File: config.mk
export PLATFORM = sky130hd
export DESIGN_NAME = flag_flip_ctrl
export DESIGN_NICKNAME = d
export VERILOG_FILES = /design/src/rtl/flag_ctrl_pkg.sv /design/src/rtl/flag_shadow_stack.sv /design/src/rtl/flag_flip_ctrl.sv
export SDC_FILE = /design/constraint.sdc
export NUM_CORES = 1
export LEC_CHECK = 0
export CORE_ASPECT_RATIO = 1.2
export CORE_MARGIN = 10
export CORE_UTILIZATION = 30
export DETAILED_ROUTE_END_ITERATION = 8
export PLACE_DENSITY = 0.57
export SLEW_MARGIN = 20
export SYNTH_ARGS = -nofsm -noshare
export SYNTH_HDL_FRONTEND = slang
export SYNTH_SLANG_ARGS = --single-unit
File: constraint.sdc
create_clock -name CLK -period 2 [get_ports CLK]
set_clock_uncertainty 0.2 [all_clocks]
set_input_delay 0.2 -clock CLK [delete_from_list [all_inputs] [get_ports CLK]]
set_output_delay 0.2 -clock CLK [all_outputs]
set_load 0.01 [all_outputs]
File: src/rtl/flag_ctrl_pkg.sv
// Shared types for the flag/flip write controller and its shadow stack.
package flag_ctrl_pkg;

  typedef enum logic [1:0] {
    CTX_NONE = 2'd0,
    CTX_PUSH = 2'd1,
    CTX_POP  = 2'd2,
    CTX_RSVD = 2'd3
  } ctx_op_t;

  typedef enum logic [1:0] {
    ST_INIT    = 2'd0,
    ST_IDLE    = 2'd1,
    ST_RESTORE = 2'd2
  } state_t;

  typedef struct packed {
    logic flip;
    logic flag;
  } ctx_entry_t;

endpackage

File: src/rtl/flag_shadow_stack.sv
// LIFO of {flip,flag} context entries; push when full is dropped, pop when empty ignored.
// Occupancy updates on the clock edge; top_dat is combinational from the current top.
module flag_shadow_stack
  import flag_ctrl_pkg::*;
#(
  parameter int DEPTH = 4
) (
  input  logic                         CLK,
  input  logic                         RST_N,
  input  logic                         push,
  input  logic                         pop,
  input  ctx_entry_t                   push_dat,
  output ctx_entry_t                   top_dat,
  output logic                         full,
  output logic                         empty,
  output logic [$clog2(DEPTH+1)-1:0]   depth
);

  localparam int PW = $clog2(DEPTH + 1);
  localparam int AW = (DEPTH > 1) ? $clog2(DEPTH) : 1;

  ctx_entry_t      mem [DEPTH];
  logic [PW-1:0]   cnt_q;
  logic [AW-1:0]   wr_idx;
  logic [AW-1:0]   rd_idx;

  assign full    = (cnt_q == PW'(DEPTH));
  assign empty   = (cnt_q == '0);
  assign depth   = cnt_q;
  assign wr_idx  = AW'(cnt_q);
  assign rd_idx  = AW'(cnt_q - PW'(1));
  assign top_dat = mem[rd_idx];

  always_ff @(posedge CLK or negedge RST_N) begin
    if (!RST_N) begin
      cnt_q <= '0;
    end else if (push && !full) begin
      cnt_q <= cnt_q + PW'(1);
    end else if (pop && !empty) begin
      cnt_q <= cnt_q - PW'(1);
    end
  end

  // Entry storage needs no reset: only slots below cnt_q are ever read.
  always_ff @(posedge CLK) begin
    if (push && !full) begin
      mem[wr_idx] <= push_dat;
    end
  end

endmodule

File: src/rtl/flag_flip_ctrl.sv
// Write controller for the flag/flip register pair: INIT after reset, ALU/control grants, LIFO save/restore.
// Writes land on *_cur one cycle after the strobe (restore two cycles after POP); FLAG_FLIP_CTRL_BYPASS_EN forwards write data onto *_view.
// Requesters hold req/val until gnt; no grants in INIT, RESTORE or a POP cycle.
module flag_flip_ctrl
  import flag_ctrl_pkg::*;
#(
  parameter int   STACK_DEPTH = 4,
  parameter logic INIT_FLAG   = 1'b0,
  parameter logic INIT_FLIP   = 1'b0
) (
  input  logic                               CLK,
  input  logic                               RST_N,
  input  logic                               alu_req,
  input  logic                               alu_val,
  output logic                               alu_gnt,
  input  logic                               ctl_req,
  input  logic                               ctl_val,
  output logic                               ctl_gnt,
  input  ctx_op_t                            ctx_op,
  output logic                               ctx_rdy,
  input  logic                               flag_cur,
  input  logic                               flip_cur,
  output logic                               flagin,
  output logic                               writeFlag,
  output logic                               flipin,
  output logic                               writeFlip,
  output logic                               flag_view,
  output logic                               flip_view,
  output logic [$clog2(STACK_DEPTH+1)-1:0]   depth,
  output logic                               err_ovf,
  output logic                               err_unf
);

  state_t     state_q, state_d;
  ctx_entry_t restore_q;
  ctx_entry_t push_dat;
  ctx_entry_t top_dat;
  logic       stk_push, stk_pop, stk_full, stk_empty;
  logic       set_ovf, set_unf;

  flag_shadow_stack #(
    .DEPTH (STACK_DEPTH)
  ) u_stack (
    .CLK      (CLK),
    .RST_N    (RST_N),
    .push     (stk_push),
    .pop      (stk_pop),
    .push_dat (push_dat),
    .top_dat  (top_dat),
    .full     (stk_full),
    .empty    (stk_empty),
    .depth    (depth)
  );

  always_ff @(posedge CLK or negedge RST_N) begin
    if (!RST_N) begin
      state_q   <= ST_INIT;
      restore_q <= '0;
      err_ovf   <= 1'b0;
      err_unf   <= 1'b0;
    end else begin
      state_q <= state_d;
      if (stk_pop) restore_q <= top_dat;
      if (set_ovf) err_ovf <= 1'b1;
      if (set_unf) err_unf <= 1'b1;
    end
  end

  // Reset gates every strobe combinationally: the register pair must see no writes while held.
  always_comb begin
    state_d   = state_q;
    alu_gnt   = 1'b0;
    ctl_gnt   = 1'b0;
    ctx_rdy   = 1'b0;
    writeFlag = 1'b0;
    writeFlip = 1'b0;
    flagin    = 1'b0;
    flipin    = 1'b0;
    stk_push  = 1'b0;
    stk_pop   = 1'b0;
    push_dat  = '0;
    set_ovf   = 1'b0;
    set_unf   = 1'b0;
    if (RST_N) begin
      unique case (state_q)
        ST_INIT: begin
          writeFlag = 1'b1;
          writeFlip = 1'b1;
          flagin    = INIT_FLAG;
          flipin    = INIT_FLIP;
          state_d   = ST_IDLE;
        end
        ST_IDLE: begin
          ctx_rdy = 1'b1;
          if (ctx_op == CTX_POP) begin
            if (stk_empty) begin
              set_unf = 1'b1;
            end else begin
              stk_pop = 1'b1;
              state_d = ST_RESTORE;
            end
          end else begin
            alu_gnt   = alu_req;
            ctl_gnt   = ctl_req;
            writeFlag = alu_req;
            writeFlip = ctl_req;
            flagin    = alu_req ? alu_val : 1'b0;
            flipin    = ctl_req ? ctl_val : 1'b0;
            if (ctx_op == CTX_PUSH) begin
              // Saved context reflects this cycle's granted writes.
              stk_push      = 1'b1;
              set_ovf       = stk_full;
              push_dat.flag = alu_req ? alu_val : flag_cur;
              push_dat.flip = ctl_req ? ctl_val : flip_cur;
            end
          end
        end
        ST_RESTORE: begin
          writeFlag = 1'b1;
          writeFlip = 1'b1;
          flagin    = restore_q.flag;
          flipin    = restore_q.flip;
          state_d   = ST_IDLE;
        end
        default: state_d = ST_INIT;
      endcase
    end
  end

`ifdef FLAG_FLIP_CTRL_BYPASS_EN
  assign flag_view = writeFlag ? flagin : flag_cur;
  assign flip_view = writeFlip ? flipin : flip_cur;
`else
  assign flag_view = flag_cur;
  assign flip_view = flip_cur;
`endif

endmodule

# [After elaboration in Yosys (flattened, before gate mapping)]
# Memory sizes are Yosys's and may differ from the RTL's. A register that Yosys moved wholly into a read port is not among the register bits.
# Cells that the tools add are included.
# W data, S select, Z words.
[word_totals] ff_bits=7 ram_bits=8 wordCells=73 memories=1
[classes] addsub=2 n_eq_ne=7 mux=49 reduce_logical=10
[memory_table] name="u_stack.mem" depth=4 width=2 rd=1 rd_ports_with_merged_regs=1 write_ports=1 line_no="flag_shadow_stack.sv:22" source="ctx_entry_t mem [DEPTH];"
[ops] cell="$mux W1" n=36
[ops] cell="$mux W2" n=6
[ops] cell="$pmux W1 S2" n=4
[ops] cell="$mux W3" n=2
[ops] cell="$eq A2 B1 Y1 const B" n=2
[ops] cell="$eq A2 B2 Y1 const B" n=2
[ops] cell="$ne A2 B2 Y1 const B" n=2
[ops] cell="$pmux W2 S2" n=1
[ops] cell="$add A3 B1 Y3 const B" n=1
[ops] cell="$eq A3 B3 Y1 const B" n=1
[ops] cell="$logic_not A1 Y1" n=3
[ops] cell="$logic_not A3 Y1" n=1
[ops] cell="$reduce_and A3 Y1" n=1
[ops] cell="$sub A3 B1 Y3 const B" n=1
[ops] cell="$logic_and A1 B1 Y1" n=2
[ops] cell="$logic_not A2 Y1" n=1
[ops] cell="$reduce_bool A2 Y1" n=1
[ops] cell="$reduce_or A2 Y1" n=1

# [Longest topological paths before layout]
[logic_depth] word_depth=8 ltp_mapped=6 depth_no_buf=6

# [By module]
# From an unflattened synthesis, not the netlist that was laid out.
[unflattened] hier_cells=92 area_unflattened_um2=1063.5
[by_module_without_submodules] module="flag_shadow_stack" instances=1 cells_per_inst=41 area_per_inst_um2=581.8 seq_area_each_um2=315.3
[by_module_without_submodules] module="flag_flip_ctrl" instances=1 cells_per_inst=51 area_per_inst_um2=481.7 seq_area_each_um2=150.1

# [Worst setup path after synthesis]
# OpenSTA, ideal clock, no wires.
[synth_path] path_kind="reg-to-reg" startpoint="reg u_stack.cnt_q[0], in the netlist u_stack.depth[0]" endpoint="reg state_q[0]" arrival_ns=1.603 path_slack_ns=0.072 stages_incl_launch_ff=7 path_buffers=0 period_less_slack_ns=1.928 path_cell_list="dfrtp_1 -> inv_1 -> ha_1 -> nor2b_2 -> o21ai_2 -> nand2_2 -> mux2_4"
[synth_via] elab_chain_cells=3
[synth_rtl] item="from (decl)" line_no="flag_shadow_stack.sv:23" source="logic [PW-1:0] cnt_q;"
[synth_rtl] item="from (signal assigned)" line_no="flag_shadow_stack.sv:38" source="cnt_q <= cnt_q + PW'(1);"
[synth_rtl] item="from (signal assigned)" line_no="flag_shadow_stack.sv:40" source="cnt_q <= cnt_q - PW'(1);"
[synth_rtl] item="$logic_not A3 Y1" line_no="flag_shadow_stack.sv:28" source="assign empty = (cnt_q == '0);"
[synth_rtl] item="$ne A2 B2 Y1 (no source line)"
[synth_rtl] item="$reduce_and A3 Y1 (no source line)"
[synth_rtl] item="to (signal assigned)" line_no="flag_flip_ctrl.sv:62" source="state_q <= state_d;"
[synth_rtl] item="to (decl)" line_no="flag_flip_ctrl.sv:34" source="state_t state_q, state_d;"
# Every way passes these cells.
# A chain may end at the register's enable or synchronous reset.

# [Final worst setup path]
[layout_path] startpoint="reg state_q[0]" endpoint="out ctl_gnt"
[layout_via] elab_chain_cells=3
[layout_rtl] item="$eq A2 B1 Y1" line_no="flag_flip_ctrl.sv:85" source="unique case (state_q)"
[layout_rtl] item="$mux W1" line_no="flag_flip_ctrl.sv:85"
[layout_rtl] item="$mux W1" line_no="flag_flip_ctrl.sv:84" source="if (RST_N) begin"
[layout_rtl] item="to (decl)" line_no="flag_flip_ctrl.sv:18" source="output logic ctl_gnt,"
# Every way passes these cells.

==> out/results.ini <==
[timing]
setup_viol=0
slew_violations=0
tns_ns=0
hold_violations=0
slew_headroom=0.829
whs_ns=0.230
rsz0062_at_grt=false
fmax_ghz=0.524
finalCritPeriodShare=0.954
final.min_clock_period_ns=1.91
tightestPinTransition_ns=0.257
fin_ws_ns=0.0928

[critical_path]
setup.worst_path.end_class=output port
reg2reg_depth=6
cp_data_required_time_ns=1.60
reg2reg_from=state_q[1]
critical_path_arrival_ns=1.51
critPathLaunchType=flip-flop
crit_type=flip-flop to output port
path_max_fanout=6
rr_endpoint=restore_q[0]
reg2reg_slack_ns=0.19

[clocking]
cts-hold-fix-buffers=0
cts.sinks=17
path_clk_slew_ns=0.06
cts_tree=yes
cts_max_level=1
clk-insertion-delay-late_ns=0.25
root_buffer=clkbuf_8
numCtsBuffers=3
cts_buffer_depth=2

[route]
drtIter0Drc=18
num_vias=758
antenna_left=0
drt-vias-per-instance=4.71
first_pass_iters=2
drcViolationCount=0
drt-total-wl_mm=2.32
drt-wirelength-per-cell_um=14.4

[power_and_ir_drop]
p_per_area_nw_per_um2=1170
p_sw_frac=0.355
p_total_mw=1.72
leakagePower_nw=0.675
combPwrFrac=0.549
p_clk_frac=0.147
internal-power_mw=1.11
p_switching_mw=0.610
power_frac_seq=0.304
ir_drop_mv=0.746

[yosys]
netlist_instances=83
async_flop_share=0.529
ys.warnings.count=0
synth_flop_cell=dfrtp_1
synthDistinctLibCells=32
seq_area_frac_synth=0.440
synth-edff-count=8
syn-cell-area_sq_um=1060
synth.avg_cell_area_sq_um=12.8
synth_seq_cells=17
syn_nets=103

[min_path]
hold_class=input pin to async pin

[cells_and_area]
area_delta_synth_final_pct=39.4
finalInstanceArea_sq_um=1480
drive_gt1_frac=0.371
layout.nets=145
final_util=0.438
final_cells=161
antenna_cells=0
layout_common_cells=clkdlybuf4s50_1, buf_4, ha_1, dfrtp_1

[floorplan]
start_util=0.314
die_h_um=85.1
die_area_sq_um=6310
rows=23
die_w_um=74.2
core_sq_um=3370
num_io_pins=24

[grt]
antenna_found_initial=0
use_met2=0.121
grt_pass1_wl_mm=3.81
grt_overflow=0
met1_usage=0.0834
grt-busiest-layer=met2
grt_pass1_vias=805
met3_usage=0.0408
grtUsageTotal=0.0779
grt_max_degree=11

[place]
pre_cts_slack_ns=-0.278
postPlaceCellArea_sq_um=1430
dpl.cell_count=155
hpwl_mm=1.89
numPortBuffers=23
gp_congestion=0.776

[run_status]
status=finished, final reports clean

[flow_run]
max-cap-violations=0

## state kept, by name (all words and copies together), names as in the netlist
register,cells
state_q,2
u_stack.depth,3
restore_q,2
err_ovf,1
err_unf,1
u_stack.mem,8
## area by class of cell
type	instances	area (sq um)
fill	324	1890
sequential	17	465
clock buffer	3	41.3
clock inverter	1	5.00
multi-input combinational	60	576
tap	37	46.3
inverter	4	15.0
timing repair buffer	39	327
## cell usage after synthesis (2+ instances only)
| library cell | number | area [sq um] |
|---|---|---|
| ha_1 | 10 | 125 |
| dfrtp_1 | 9 | 225 |
| edfxtp_1 | 8 | 240 |
| nor2_1 | 8 | 30.0 |
| inv_1 | 4 | 15.0 |
| mux2_4 | 4 | 60.1 |
| nand2_1 | 4 | 15.0 |
| and2_1 | 3 | 18.8 |
| a21oi_1 | 2 | 10.0 |
| a32oi_1 | 2 | 17.5 |
| and3_2 | 2 | 15.0 |
| buf_4 | 2 | 15.0 |
| mux2i_1 | 2 | 20.0 |
| mux4_2 | 2 | 45.0 |
| nand2b_1 | 2 | 12.5 |
| o21bai_1 | 2 | 15.0 |
| xnor2_1 | 2 | 17.5 |
## critical path, cell delays in order (launching register included)
cell and delay (ns):
dfrtp_1 0.41, ha_2 0.20, and2_4 0.16, and3_2 0.20
dlygate4sd2_1 0.28
## metal layers
| layer | share of wire | vias to the layer above |
|---|---|---|
| met1 | 0.38 | 355 |
| li1 | - | 378 |
| met5 | 0 | - |
| met3 | 0.13 | 4 |
| met4 | 0.020 | 0 |
| met2 | 0.47 | 21 |
## power by group through the flow
stage,Sequential (mW),Clock [mW],Combinational [mW]
after floorplan,0.572,0,0.489
after global placement,0.531,0,0.928
after detailed placement,0.532,0,0.940
after CTS,0.522,0.262,0.956
after global routing,0.537,0.280,1.06
final,0.523,0.253,0.943
## kinds of logic (layout without fill, tap and decap cells)
| kind of cell | Yosys count | count (layout) | synth area share |
|---|---|---|---|
| flip-flops | 17 | 17 | 0.440 |
| adder cells (fa/ha/maj) | 10 | 10 | 0.118 |
| XOR/XNOR | 2 | 2 | 0.0166 |
| multiplexers | 8 | 8 | 0.118 |
| AO/OA/AOI/OAI | 12 | 12 | 0.0981 |
| buffers and inverters | 6 | 47 | 0.0284 |
| AND/OR/NAND/NOR | 28 | 28 | 0.181 |
## what timing repair did
action	in CTS	in global routing
setup buffers	2	0
gates resized for setup	15	6
setup endpoints to repair	7	3
## how the worst max path moves through the flow
| stage | start | endpoint | slack [ns] | cells after the start |
|---|---|---|---|---|
| final | state_q[0] | ctl_gnt | 0.09 | 4 |
| after global placement | ctx_op[0] | writeFlip | -0.25 | 6 |
| after CTS | state_q[0] | flagin | 0.008 | 5 |
| after floorplan | u_stack.depth[0] | state_q[0] | 0.07 | 6 |
| after global routing | state_q[1] | ctl_gnt | 0.01 | 5 |
| after detailed placement | ctx_op[0] | writeFlip | -0.28 | 6 |
Note: power is estimated with default switching activity, not from simulation.
==> edit, RTL diff (same flow settings) <==
The option `FLAG_FLIP_CTRL_BYPASS_EN` is turned on by a define.
--- a/src/rtl/flag_flip_ctrl.sv
+++ b/src/rtl/flag_flip_ctrl.sv
@@ -3,2 +3,4 @@
 // Requesters hold req/val until gnt; no grants in INIT, RESTORE or a POP cycle.
+`define FLAG_FLIP_CTRL_BYPASS_EN
+
 module flag_flip_ctrl
Check against the original RTL: not equivalent (a bounded check fails within 4 cycles, from zero or initial values and one cycle with RST_N low).
==> edit against the unedited design <==
  * The flow now finishes with violations (setup timing)
  * Die area decreased by 1.5%
  * Synthesized area fell by 2.0%
  * Worst hold slack better by 0.050 ns
  * Power is 15% higher
  * Count of clock-buffer cells in the layout did not move
  * Routed wire length increased by 15%
  * Sequential cell count unchanged
  * First-iteration DRC count is 33% higher
  * Sequential power is 2% higher
  * Design area grew 18%
  * Setup slack got worse by 0.23 ns
  * Critical path type unchanged
  * Critical endpoint is now flag_view
  * Highest routed layer unchanged
==> edit: results (changes against the unedited design) <==
- # Post-CTS Setup Buffers: 1 (-1)
- Critical Path AT: 1.74 ns (+0.23 ns)
- Sequential element share of the synthesized area: 44.9% (+0.90 points)
- Adder-Cell Fraction of Synth Area: 12.1% (+0.24 points)
- Synth top area cells: edfxtp_1 23%, dfrtp_1 22%, ha_1 12%
- Hold crit path type: reg2reg
- Placed instance area: 0.00147 mm2 (+3.2%)
- Pleak: 0.729 nW (+8.0%)
- Resize count post-CTS: 41 (+26)
- Post-place setup slack: -0.411 ns (-0.133 ns)
- Initial drt markers: 24 (+6)
- Mean Syn Cell Area: 11.7 um2 (-8.6%)
- Final wirelength: 2.67 mm (+15%)
- Outcome: finished, violations left
- Post-Synth XOR/XNOR Area: 1.69% (+0.034 points)
- Avg Vias per Cell: 4.83 (+2.7%)
- Layout cells sized above 1: 48.3% (+11 points)
- Post-DP HPWL: 2.02 mm (+7.0%)
- Setup TNS: -0.267 ns (-0.267 ns)
- Clock power frac: 13.3% (-1.4 points)
- Max rail drop VDD: 0.743 mV (-0.36%)
- Tot GR Track Use: 8.56% (+0.77 points)
- Mux contribution to synthesized area: 9.65% (-2.2 points)
- Slowest cell on the critical path: dfrtp_2
- Inst Count DP: 170 (+9.7%)
- Final WS setup: -0.137 ns (-0.230 ns)
- Sequential fraction of design power: 27.0% (-3.4 points)
- Number of global-route vias before repair: 925 (+15%)
- DRT Pass-1 Iters: 4 (+2)
- Compound-Gate Fraction of Synth Area: 10.9% (+1.0 points)
- Failing checks: setup timing
- Max transition margin: 80.0% (-2.9 points)
- Global-route wire length before repair: 4.29 mm (+13%)
- Post-layout net count: 164 (+13%)
- Top post-synthesis cells by count: 10 x ha_1, 9 x dfrtp_1, 8 x edfxtp_1, 8 x nor2_1, 6 x inv_1
- WL per Instance: 14.8 um (+3.0%)
- Max stage delay on crit path: 0.47 ns (+0.06 ns)
- # setup viols final: 3 (+3)
==> edit: path summary, 6_finish.rpt <==
kind | from | endpoint | slack [ns] | cells after the start
max | state_q[1] | flag_view | -0.14 | 7
min | err_ovf | err_ovf | 0.28 | 1
max reg2reg | state_q[0] | u_stack.depth[1] | 0.08 | 9
min reg2reg | err_ovf | err_ovf | 0.28 | 1
max in group asynchronous | RST_N | state_q[1] | 0.88 | 4
min in group asynchronous | RST_N | u_stack.depth[2] | 0.40 | 3
==> edit: routing by layer <==
layer / up-vias / global-route usage (%) / part of all wire (%) / routed length, um
li1: 431 / - / - / -
met1: 418 / 9.74 / 43 / 1150
met2: 16 / 14.1 / 51 / 1350
met3: 5 / 2.83 / 4.7 / 125
met4: 0 / 3.57 / 1.7 / 46
met5: - / 0 / 0 / 0
==> edit: final cells by class <==
cell class              instances  area [um2]
repair buffers                 51         480
fillers                       299        1590
well taps                      37        46.3
flip-flops and latches         17         468
clock inverters                 1        7.51
inverters                       6        25.0
multi-input cells              65         679
clock buffers                   3        41.3
